### config.mk
export PLATFORM = sky130hd
export DESIGN_NAME = ir_fetch
export DESIGN_NICKNAME = d
export VERILOG_FILES = /design/src/rtl/ir_fetch.sv
export SDC_FILE = /design/constraint.sdc
export NUM_CORES = 1
export LEC_CHECK = 0
export ABC_AREA = 0
export BUFFER_PORTS_ARGS = -buffer_cell sky130_fd_sc_hd__buf_2
export CORE_AREA = 2 2 53 55
export DETAILED_ROUTE_END_ITERATION = 6
export DIE_AREA = 0 0 55 57
export PLACE_DENSITY_LB_ADDON = 0.08
export SLEW_MARGIN = 20
export SYNTH_ARGS = -nofsm -noshare
export SYNTH_HDL_FRONTEND = slang
export SYNTH_SLANG_ARGS = --single-unit
export TNS_END_PERCENT = 100
### constraint.sdc
create_clock -name clk -period 1.6 [get_ports clk]
set_input_delay 0.16 -clock clk [delete_from_list [all_inputs] [get_ports clk]]
set_output_delay 0.16 -clock clk [all_outputs]
set_load 0.005 [all_outputs]
### src/rtl/ir_fetch.sv
// Instruction fetch front end: fetches one opcode per request over req/ack and holds it in the IR for the CU.
// Latency: 2 edges from fetch_en to ir_valid with zero memory wait states; 1 instruction per 2 cycles back-to-back.
// Backpressure: mem_rd and mem_addr stay held until mem_ack; fetch_en is ignored while a fetch is in flight.
//
// Ports: clk/rst (async, active-low); fetch_en, pc_load, pc_load_val from the CU;
//        mem_addr/mem_rd/mem_rdata/mem_ack program-memory handshake;
//        data_from_ir/ir_valid/pc/busy/fetch_err status back to the CU.
// Optional feature macro: FETCH_TIMEOUT_EN (ack timeout -> NOP + sticky fetch_err).
module ir_fetch #(
    parameter int ADDR_W         = 8,
    parameter int DATA_W         = 8,
    parameter int RESET_PC       = 0,
    parameter int TIMEOUT_CYCLES = 15
) (
    input  logic              clk,
    input  logic              rst,
    input  logic              fetch_en,
    input  logic              pc_load,
    input  logic [ADDR_W-1:0] pc_load_val,
    output logic [ADDR_W-1:0] mem_addr,
    output logic              mem_rd,
    input  logic [DATA_W-1:0] mem_rdata,
    input  logic              mem_ack,
    output logic [DATA_W-1:0] data_from_ir,
    output logic              ir_valid,
    output logic [ADDR_W-1:0] pc,
    output logic              busy,
    output logic              fetch_err
);

    typedef enum logic {
        IDLE = 1'b0,
        REQ  = 1'b1
    } state_t;

    state_t            state, state_nx;
    logic [ADDR_W-1:0] pc_q, pc_nx;
    logic [DATA_W-1:0] ir_q, ir_nx;
    logic              ir_vld_q, ir_vld_nx;

    // A zero or negative limit would make the timeout fire on entry; keep it a positive count.
    if (TIMEOUT_CYCLES < 1) begin : g_timeout_range_invalid
    end

`ifdef FETCH_TIMEOUT_EN
    localparam int CNT_W = $clog2(TIMEOUT_CYCLES + 1);

    logic [CNT_W-1:0] wait_cnt, wait_cnt_nx;
    logic             err_q, err_nx;
`endif

    always_comb begin
        state_nx  = state;
        pc_nx     = pc_q;
        ir_nx     = ir_q;
        ir_vld_nx = ir_vld_q;
`ifdef FETCH_TIMEOUT_EN
        wait_cnt_nx = wait_cnt;
        err_nx      = err_q;
`endif
        case (state)
            IDLE: begin
                // A jump wins over a simultaneous fetch request.
                if (pc_load) begin
                    pc_nx     = pc_load_val;
                    ir_vld_nx = 1'b0;
                end else if (fetch_en) begin
                    state_nx  = REQ;
                    ir_vld_nx = 1'b0;
`ifdef FETCH_TIMEOUT_EN
                    wait_cnt_nx = '0;
                    err_nx      = 1'b0;
`endif
                end
            end
            REQ: begin
                // A jump cancels the outstanding fetch; any ack in that cycle is dropped.
                if (pc_load) begin
                    pc_nx    = pc_load_val;
                    state_nx = IDLE;
                end else if (mem_ack) begin
                    ir_nx     = mem_rdata;
                    ir_vld_nx = 1'b1;
                    pc_nx     = pc_q + ADDR_W'(1);
                    state_nx  = IDLE;
                end
`ifdef FETCH_TIMEOUT_EN
                // The count reaches TIMEOUT_CYCLES on the last waiting cycle: deliver a NOP
                // and flag the error without advancing the PC.
                else if (wait_cnt == CNT_W'(TIMEOUT_CYCLES - 1)) begin
                    ir_nx     = '0;
                    ir_vld_nx = 1'b1;
                    err_nx    = 1'b1;
                    state_nx  = IDLE;
                end else begin
                    wait_cnt_nx = wait_cnt + CNT_W'(1);
                end
`endif
            end
            default: state_nx = IDLE;
        endcase
    end

    always_ff @(posedge clk or negedge rst) begin
        if (!rst) begin
            state    <= IDLE;
            pc_q     <= ADDR_W'(RESET_PC);
            ir_q     <= '0;
            ir_vld_q <= 1'b0;
        end else begin
            state    <= state_nx;
            pc_q     <= pc_nx;
            ir_q     <= ir_nx;
            ir_vld_q <= ir_vld_nx;
        end
    end

`ifdef FETCH_TIMEOUT_EN
    always_ff @(posedge clk or negedge rst) begin
        if (!rst) begin
            wait_cnt <= '0;
            err_q    <= 1'b0;
        end else begin
            wait_cnt <= wait_cnt_nx;
            err_q    <= err_nx;
        end
    end

    assign fetch_err = err_q;
`else
    assign fetch_err = 1'b0;
`endif

    assign mem_rd       = (state == REQ);
    assign busy         = (state == REQ);
    assign mem_addr     = pc_q;
    assign pc           = pc_q;
    assign data_from_ir = ir_q;
    assign ir_valid     = ir_vld_q;

endmodule

---- After elaboration in Yosys (flattened, before gate mapping) ----
Index checks and enable logic that the tools add are counted.
word-level totals
  register bits after elaboration ......... 18
  output and inout port bits .............. 28
  input bits .............................. 21
  logic and storage cells ................. 29
cells by class
  bitwise operators ....................... 2
  mux-type cells .......................... 14
  reduce and logical (&&, ||, !) cells .... 3
  add/sub/neg operators ................... 1
  equal/unequal tests ..................... 5
operators with widths
  operator                                                        number
  8-bit two-way mux                                               3
  8-bit one-hot mux with 2 select lines                           1
  8-bit by 1-bit adder with 8-bit output (second input constant)  1
  1-bit two-way mux                                               8
  2-bit inequality test (second input constant)                   3
  3-bit inequality test (second input constant)                   2
  3-bit AND reduction                                             2
  1-bit one-hot mux with 2 select lines                           2
  1-bit inverter                                                  2
  2-bit AND reduction                                             1

---- Longest topological paths before layout ----
Gate-level depths: netlist of run 1.
  depth in word-level cells ............... 4
  mapped depth ............................ 4

---- Worst setup path after synthesis of run 1 ----
OpenSTA, ideal clock, no wires.
  kind .................................... register -> register
  start point ............................. register pc_q[0] (netlist: mem_addr[0])
  end point ............................... register pc_q[6] (netlist: mem_addr[6])
  slack ................................... 0.275 ns
  cell stages (with the launch flop) ...... 5
  clock period less this slack ............ 1.325 ns
  arrival ................................. 1.256 ns
  path buffers ............................ 0
  cell sequence ........................... dfrtp_1 > ha_1 > nand3_4 > or4_1 > nand3_1
between the ends
  longest elaborated chain between the ends .. 4
ends and longest elaborated chain
  element                                 RTL line  source
  start, declared                         37        logic [ADDR_W-1:0] pc_q, pc_nx;
  start signal, assigned                  107       pc_q <= ADDR_W'(RESET_PC);
  start signal, assigned                  112       pc_q <= pc_nx;
  8-bit by 1-bit adder with 8-bit output  84        pc_nx = pc_q + ADDR_W'(1);
  8-bit two-way mux                       81        end else if (mem_ack) begin
  8-bit two-way mux                       78        if (pc_load) begin
  8-bit one-hot mux with 2 select lines   61        case (state)
No other way between the ends. The select of a mux whose other input is x is not followed.
A chain may end at the register's enable or synchronous reset.

---- Worst setup path in the final report of run 1 ----
Same ends and word-level chain as after synthesis.

==> run metrics, run 1 <==
status finished clean; Rows 19; fin area 1200 sq um; crit path kind flip-flop to flip-flop; Fin Setup TNS 0 ps; final wirelength 2.01 mm; post-route minimum period 1390 ps; WP buf/inv 0; Area growth syn-to-layout 23.4%; final net count 158; CP startpoint mem_addr[0]; Syn Area/Cell 10.3 sq um; number of global-route vias before repair 691; Fmax achieved 720 MHz; crit start category flip-flop; average wire per standard cell 12.1 um; maximum vdd drop 0.594 mV; placed insts 161; type of the worst min-delay path input pin to flip-flop; Max Cap Viol 0; DRT Pass-1 Iters 2; crit path to mem_addr[6]; vias 794; Non-Filler Instances 166; wire length of the first global-routing pass 2.98 mm; M1 GR Usage 0.165; GP Congestion 0.737; slowest cell delay on critical path 480 ps; DRC marker count from the first detailed-route iteration 12; Syn Nets 117; Yosys top cell area share 0.462; r2r endpoint mem_addr[6]; GR Util met3 0.0393; dominant synthesized flop cell dfrtp_1; number of stages on the worst setup path 4; clock root cell clkbuf_4; largest net degree at the start of global routing 19; Crit-path slowest cell or4_1; Final Skew 8.81 ps; Synth Register Bits 18; post-route clock period utilization 0.868; setup slack, reg-to-reg 210 ps; drt drc 0; GRT busiest layer met2; post-synth top area cell dfrtp_1; Yosys warning count 0; full die area 3140 sq um; Distinct cells, synth 26; Post-synth EDFFs 0; final hold violation count 0; reg2reg start mem_addr[0]; DPL Wire Length 1.50 mm; Die Ht 57 um; RSZ-0062 raised after global routing false; Avg Vias per Cell 4.78; sequential share of the synthesized area 0.462; fin. max-slew vios 0; Area contributors post-synth dfrtp_1, mux2_2, buf_4; n_diodes 0; Leak 0.000603 uW; core area 2620 sq um; GRT Residual Overflow 0; CTS tree built; Mapped Cells 95; M2 GR Usage 0.201; power per cell area 954 nW/um^2; IO Pins 49; effective utilization at floorplan 0.373; share of post-route cells with drive strength above 1 0.467; Worst Setup End Kind flip-flop; clk buf depth 2; CTS buffer count 3; critical path, cell by cell ha_1, nand3_4, or4_1, nand3_1; Clock Sinks 18; family with the most delay on the worst path simple AND/OR/NAND/NOR gates; # port buffers 47; Worst EP arrival 1630 ps; R2R cell count 4; ANT nets after route 0; Clk Latency, worst-skew pair 300 ps; GRT Overall Usage 0.132; most frequent cells after synthesis dfrtp_1, nand2_1, buf_4; worst hold margin 60.5 ps; CTS H-Tree Depth 1; clock slew at reported path FFs 110 ps; Critical Path RT 1840 ps; initial antenna violation count 0; top-count cell post-synth dfrtp_1; setup bufs post-CTS 0; die width 55 um; async set-reset flop share out of synthesis 1.00; Synth Cell Area 975 sq um; Final setup viols 0; placed inst area 1160 sq um; CP Max Fanout 6
## through the flow
step	util	setup WS, ps	power (uW)
after floorplan	-	275	759
after global placement	0.442	264	871
after detailed placement	0.442	215	877
after CTS	0.460	203	1170
after global routing	0.460	128	1230
final	0.460	211	1150
## worst register-to-register path, cell delays in order (launching register included)
cell	delay [ps]
dfrtp_1	450
ha_1	230
nand3_4	100
or4_1	480
nand3_1	90
## power breakdown
group	switching, uW	total, uW	internal (uW)
Sequential	59.3	590	531
Combinational	115	272	157
Clock	146	285	139
## per-layer routing
layer | share of wire | vias up
met5 | 0 | -
met3 | 0.087 | 4
li1 | - | 400
met2 | 0.45 | 32
met4 | 0.014 | 0
met1 | 0.45 | 358
## cells in the final DEF (no fill, tap or decap), types with 3 or more instances in the layout
cell type / count
buf_2: 47
clkbuf_4: 3
dfrtp_1: 18
mux2_2: 8
nand2_1: 11
nand3_1: 6
nor2b_1: 6
o21ai_0: 9
or4_1: 4
## cell type report
type	count	area, sq um
clock buffers	4	36.3
fillers	266	1410
inverters	1	3.75
multi-input cells	62	413
flip-flops and latches	18	450
well taps	31	38.8
repair buffers	50	260
## cells by family after synthesis
| kind of cell | synth area share |
|---|---|
| other | 0.00385 |
| flip-flops | 0.462 |
| AO/OA/AOI/OAI | 0.0642 |
| adder cells (fa/ha/maj) | 0.0128 |
| buffers and inverters | 0.114 |
| XOR/XNOR | 0.0180 |
| AND/OR/NAND/NOR | 0.222 |
| multiplexers | 0.103 |
## registers in the layout (all words and copies together) (netlist names)
| register | cells |
|---|---|
| mem_addr | 8 |
| data_from_ir | 8 |
| busy | 1 |
| ir_valid | 1 |
## how the worst min path moves through the flow
stage	depth (start not counted)	to	startpoint	slack (ps)
floorplan	0	busy	rst	-140
global placement	1	mem_addr[7]	rst	120
detailed placement	1	busy	rst	130
CTS	3	mem_addr[3]	pc_load_val[3]	50
global route	3	mem_addr[1]	pc_load_val[1]	50
finish	3	mem_addr[1]	pc_load_val[1]	60
## timing repair
action | in CTS | in global routing
hold buffers | 1 | 0
endpoints found under the hold margin | 18 | 0
resized for setup | 0 | 0
setup endpoints to repair | 0 | 0
(Power assumes the default switching activity.)
==> run 2, diff against run 1 <==
Settings changed: REMOVE_ABC_BUFFERS set to 1.
==> run 2 against run 1 <==
  * Hold slack got worse by 1.7 ps
  * Global-route usage increased by 0.20 points
  * Power rose by 0.24%
  * Cell count stayed put
  * Utilization unchanged
  * Sequential share of layout area did not move
  * Critical path type unchanged
  * Largest power group unchanged
  * Count of clock-buffer cells in the layout stayed put
  * First-iteration DRC count down 25%
  * Via count decreased by 1.8%
  * Combinational power about the same
  * Maximum frequency shrank 1.1%
  * Cell area unchanged
==> run metrics, run 2 (synthesis results as in run 1) <==
status finished clean (unchanged); M1 GR Usage 0.168 (was 0.165); maximum vdd drop 0.593 mV (was 0.594 mV); final net count 158 (unchanged); Max Cap Viol 0 (unchanged); ANT nets after route 0 (unchanged); Worst Setup End Kind flip-flop (unchanged); CP Max Fanout 6 (unchanged); average wire per standard cell 11.6 um (was 12.1 um); Area growth syn-to-layout 23.4% (unchanged); vias 780 (was 794); final wirelength 1.93 mm (was 2.01 mm); M2 GR Usage 0.216 (was 0.201); Reg power frac 0.515 (about the same); final hold violation count 0 (unchanged); Critical Path RT 1840 ps (about the same); Clk network pwr share 0.250 (was 0.248); Worst EP arrival 1640 ps (was 1630 ps); clock root cell clkbuf_4 (unchanged); r2r endpoint mem_addr[6] (unchanged); CTS tree built (unchanged); post-route clock period utilization 0.878 (was 0.868); most common cell after layout, fill and taps aside buf_2 (unchanged); slowest cell delay on critical path 480 ps (about the same); Fin Setup TNS 0 ps (unchanged); most frequent cells in the layout buf_2, dfrtp_1, nand2_1 (unchanged); crit path kind flip-flop to flip-flop (unchanged); type of the worst min-delay path input pin to flip-flop (unchanged); Clock Sinks 18 (unchanged); GRT busiest layer met2 (unchanged); DRC marker count from the first detailed-route iteration 9 (was 12); setup bufs post-CTS 0 (unchanged); Worst Hold End mem_addr[6] (was mem_addr[1]); clk buf depth 2 (unchanged); DPL Wire Length 1.46 mm (was 1.50 mm); Rows 19 (unchanged); crit start category flip-flop (unchanged); CTS H-Tree Depth 1 (unchanged); wire length of the first global-routing pass 3.11 mm (was 2.98 mm); clock slew at reported path FFs 110 ps (about the same); post-route minimum period 1400 ps (was 1390 ps); worst hold margin 58.8 ps (was 60.5 ps); fin. max-slew vios 0 (unchanged); full die area 3140 sq um (unchanged); Die Ht 57 um (unchanged); GRT Overall Usage 0.134 (was 0.132); Final Skew 3.30 ps (was 8.81 ps); Avg Vias per Cell 4.70 (was 4.78); effective utilization at floorplan 0.373 (unchanged); GP Congestion 0.761 (was 0.737); core area 2620 sq um (unchanged); critical path, cell by cell ha_1, nand3_4, or4_1, nand3_1 (unchanged); number of global-route vias before repair 734 (was 691); R2R cell count 4 (unchanged); switching pwr 323 uW (was 320 uW); FILL cells 276 (was 266); reg2reg start mem_addr[0] (unchanged); power per cell area 956 nW/um^2 (was 954 nW/um^2); DRT Pass-1 Iters 4 (was 2); Int Pwr 827 uW (about the same); worst hold stages 3 (unchanged); RSZ-0062 raised after global routing false (unchanged); initial antenna violation count 0 (unchanged); Worst Hold Launch pc_load_val[6] (was pc_load_val[1]); Fmax achieved 712 MHz (was 720 MHz); setup slack, reg-to-reg 200 ps (was 210 ps); drt drc 0 (unchanged); GR Util met3 0.0366 (was 0.0393); die width 55 um (unchanged); CTS buffer count 3 (unchanged); Leak 0.000603 uW (unchanged); Final setup viols 0 (unchanged); n_diodes 0 (unchanged); Switching Share 0.281 (was 0.279); share of post-route cells with drive strength above 1 0.467 (unchanged); Clk Latency, worst-skew pair 290 ps (was 300 ps); IO Pins 49 (unchanged); largest net degree at the start of global routing 19 (unchanged); Crit-path slowest cell or4_1 (unchanged); Logic pwr share 0.235 (was 0.237); # port buffers 47 (unchanged); GRT Residual Overflow 0 (unchanged)
run 2: cell counts in the layout (fill, tap and decap cells not counted):
Identical to the previous run, type by type.
run 2: routing by layer:
layer | up-vias | part of all wire
met4 | 0 | 0.0067
met5 | - | 0
met3 | 2 | 0.080
met2 | 28 | 0.47
li1 | 401 | -
met1 | 349 | 0.45
run 2: power groups by stage:
| stage | Combinational, uW | Sequential [uW] | Clock (uW) |
|---|---|---|---|
| after global routing | 307 | 606 | 321 |
| after CTS | 277 | 593 | 303 |
| final | 270 | 592 | 288 |
| after global placement | 275 | 596 | 0 |
| after floorplan | 102 | 608 | 0 |
| after detailed placement | 275 | 601 | 0 |
run 2: worst max-delay path: cells and delay by family (launching register included):
| family | cells | cell delay, ps |
|---|---|---|
| flip-flops | 1 | 460 |
| AND/OR/NAND/NOR | 3 | 670 |
| adder cells (fa/ha/maj) | 1 | 220 |
run 2: worst max-delay path by stage:
stage | start | endpoint | slack [ps] | cells past startpoint
after floorplan | mem_addr[0] | mem_addr[6] | 240 | 4
after global placement | busy | mem_addr[3] | 260 | 3
after detailed placement | mem_addr[0] | mem_addr[4] | 210 | 4
after CTS | mem_addr[0] | mem_addr[4] | 190 | 4
after global routing | busy | mem_addr[5] | 90 | 3
final | mem_addr[0] | mem_addr[6] | 200 | 4
run 2: final cells by class:
| type | count | area, sq um | area share |
|---|---|---|---|
| clock buffers | 4 | 36.3 | 0.0302 |
| inverters | 1 | 3.75 | 0.00312 |
| multi-input cells | 62 | 413 | 0.343 |
| flip-flops and latches | 18 | 450 | 0.375 |
| well taps | 31 | 38.8 | 0.0323 |
| repair buffers | 50 | 260 | 0.216 |
run 2: per-stage QoR:
stage | instances | setup slack (ps) | power (uW) | util | area, sq um
global route | 166 | 93.6 | 1230 | 0.460 | 1200
detailed placement | 161 | 213 | 876 | 0.442 | 1160
finish | 166 | 195 | 1150 | 0.460 | 1200
floorplan | 81 | 242 | 710 | - | 867
CTS | 166 | 187 | 1170 | 0.460 | 1200
global placement | 161 | 257 | 870 | 0.442 | 1160
run 2: timing repair:
| action | CTS | global route |
|---|---|---|
| resized for setup | 0 | 0 |
| hold buffers | 1 | 0 |
| endpoints found under the hold margin | 18 | 0 |
==> run 3, diff against run 2 <==
Settings changed: CTS_CLUSTER_SIZE set to 28, PLACE_DENSITY set to 0.76, PLACE_DENSITY_LB_ADDON 0.08 to not set.
==> run 3 against run 2 <==
  * Worst setup slack improved by 1.8 ps
  * Cell count fell by 1.2%
  * Global-route usage fell by 1.3 points
  * Critical path type unchanged
  * Largest cell class unchanged
==> run metrics, run 3 (synthesis results as in run 1) <==
GRT Residual Overflow 0 (unchanged); final wirelength 1.83 mm (was 1.93 mm); Clk network pwr share 0.202 (was 0.250); Critical Path RT 1830 ps (was 1840 ps); Clk Latency, worst-skew pair 290 ps (about the same); Post-Place Setup Slack 219 ps (was 213 ps); switching pwr 301 uW (was 323 uW); initial antenna violation count 0 (unchanged); type of the worst min-delay path input pin to flip-flop (unchanged); setup slack, reg-to-reg 200 ps (about the same); IO Pins 49 (unchanged); most frequent cells in the layout buf_2, dfrtp_1, nand2_1 (unchanged); share of post-route cells with drive strength above 1 0.459 (was 0.467); Fin Setup TNS 0 ps (unchanged); clock slew at reported path FFs 90 ps (was 110 ps); wire length of the first global-routing pass 2.88 mm (was 3.11 mm); Die Ht 57 um (unchanged); post-route minimum period 1400 ps (about the same); Int Pwr 774 uW (was 827 uW); n_diodes 0 (unchanged); effective utilization at floorplan 0.373 (unchanged); GP Congestion 0.673 (was 0.761); ANT nets after route 0 (unchanged); core area 2620 sq um (unchanged); fin. max-slew vios 0 (unchanged); Logic pwr share 0.250 (was 0.235); Area growth syn-to-layout 21.2% (was 23.4%); Worst EP arrival 1630 ps (was 1640 ps); number of global-route vias before repair 713 (was 734); crit path kind flip-flop to flip-flop (unchanged); die width 55 um (unchanged); critical path, cell by cell nand4_1, or4_1, nand3_1 (was ha_1, nand3_4, or4_1, nand3_1); CTS H-Tree Depth 1 (unchanged); maximum vdd drop 0.396 mV (was 0.593 mV); GRT Overall Usage 0.121 (was 0.134); full die area 3140 sq um (unchanged); Reg power frac 0.548 (was 0.515); largest net degree at the start of global routing 24 (was 19); Final Skew 0.879 ps (was 3.30 ps); Worst Setup End Kind flip-flop (unchanged); CTS buffer count 3 (unchanged); slowest cell delay on critical path 570 ps (was 480 ps); # port buffers 47 (unchanged); final core utilization 0.452 (was 0.460); clock root cell clkbuf_4 (unchanged); most common cell after layout, fill and taps aside buf_2 (unchanged); DRC marker count from the first detailed-route iteration 7 (was 9); RSZ-0062 raised after global routing false (unchanged); post-route clock period utilization 0.877 (was 0.878); DRT Pass-1 Iters 4 (unchanged); final hold violation count 0 (unchanged); CTS tree built (unchanged); CP Max Fanout 11 (was 6); clk buf depth 2 (unchanged); Avg Vias per Cell 4.84 (was 4.70); average wire per standard cell 11.2 um (was 11.6 um); worst setup margin 197 ps (was 195 ps); drt drc 0 (unchanged); Final setup viols 0 (unchanged); Switching Share 0.280 (was 0.281); power per cell area 910 nW/um^2 (was 956 nW/um^2); Leak 0.000591 uW (was 0.000603 uW); Pwr Total 1080 uW (was 1150 uW); Fmax achieved 713 MHz (was 712 MHz); final net count 157 (was 158); DPL Wire Length 1.47 mm (was 1.46 mm); Rows 19 (unchanged); Max Cap Viol 0 (unchanged); vias 793 (was 780); placed insts 160 (was 161); Crit-path slowest cell dfrtp_1 (was or4_1); Non-Filler Instances 164 (was 166); crit start category flip-flop (unchanged); status finished clean (unchanged); Clock Sinks 18 (unchanged)
[run 3: cell count changes in the layout (fill, tap and decap cells not counted)]
cell	change
clkbuf_8	-1
buf_4	-1
[run 3: repair_timing]
item / 4_1_cts / 5_1_grt
hold buffers: 1 / 0
hold endpoints to repair: 18 / 0
resized for setup: 0 / 0
buffers inserted: 0 / 0
[run 3: layout make-up]
class / count / area (sq um)
Tap cell: 31 / 38.8
Fill cell: 258 / 1430
Inverter: 1 / 3.75
Timing Repair Buffer: 49 / 253
Multi-Input combinational cell: 62 / 413
Clock buffer: 3 / 22.5
Sequential cell: 18 / 450
[run 3: worst paths after layout]
kind | start | endpoint | cells after the start
worst max-delay path | busy | mem_addr[3] | 3
worst min-delay path | pc_load_val[2] | mem_addr[2] | 3
worst max register to register | busy | mem_addr[3] | 3
worst min register to register | data_from_ir[1] | data_from_ir[1] | 1
max in group asynchronous | rst | data_from_ir[7] | 2
min in group asynchronous | rst | data_from_ir[1] | 2
[run 3: routing by layer]
metal	global-route usage	wire, um	vias up	share of wire
met3	0.0183	150	2	0.082
met4	0.0418	10	0	0.0055
met5	0	0	-	0
li1	-	-	394	-
met1	0.137	757	362	0.41
met2	0.221	911	35	0.50
[run 3: power groups by stage]
stage          registers (uW)  logic (uW)  clock network (uW)
3_3_place_gp              592         269                   0
4_1_cts                   590         276                 223
6_report                  589         269                 217
5_1_grt                   604         309                 243
2_1_floorplan             608         102                   0
3_5_place_dp              600         273                   0
[run 3: worst max-delay path: cells and delay by family (launching register included)]
family	cells	cell delay (ps)
flops	1	570
simple gates	3	770
[run 3: stage by stage]
stage	hold WS, ps	area, sq um
after floorplan	-136	867
after global placement	103	1150
after detailed placement	106	1150
after CTS	67.9	1180
after global routing	72.3	1180
final	70.2	1180
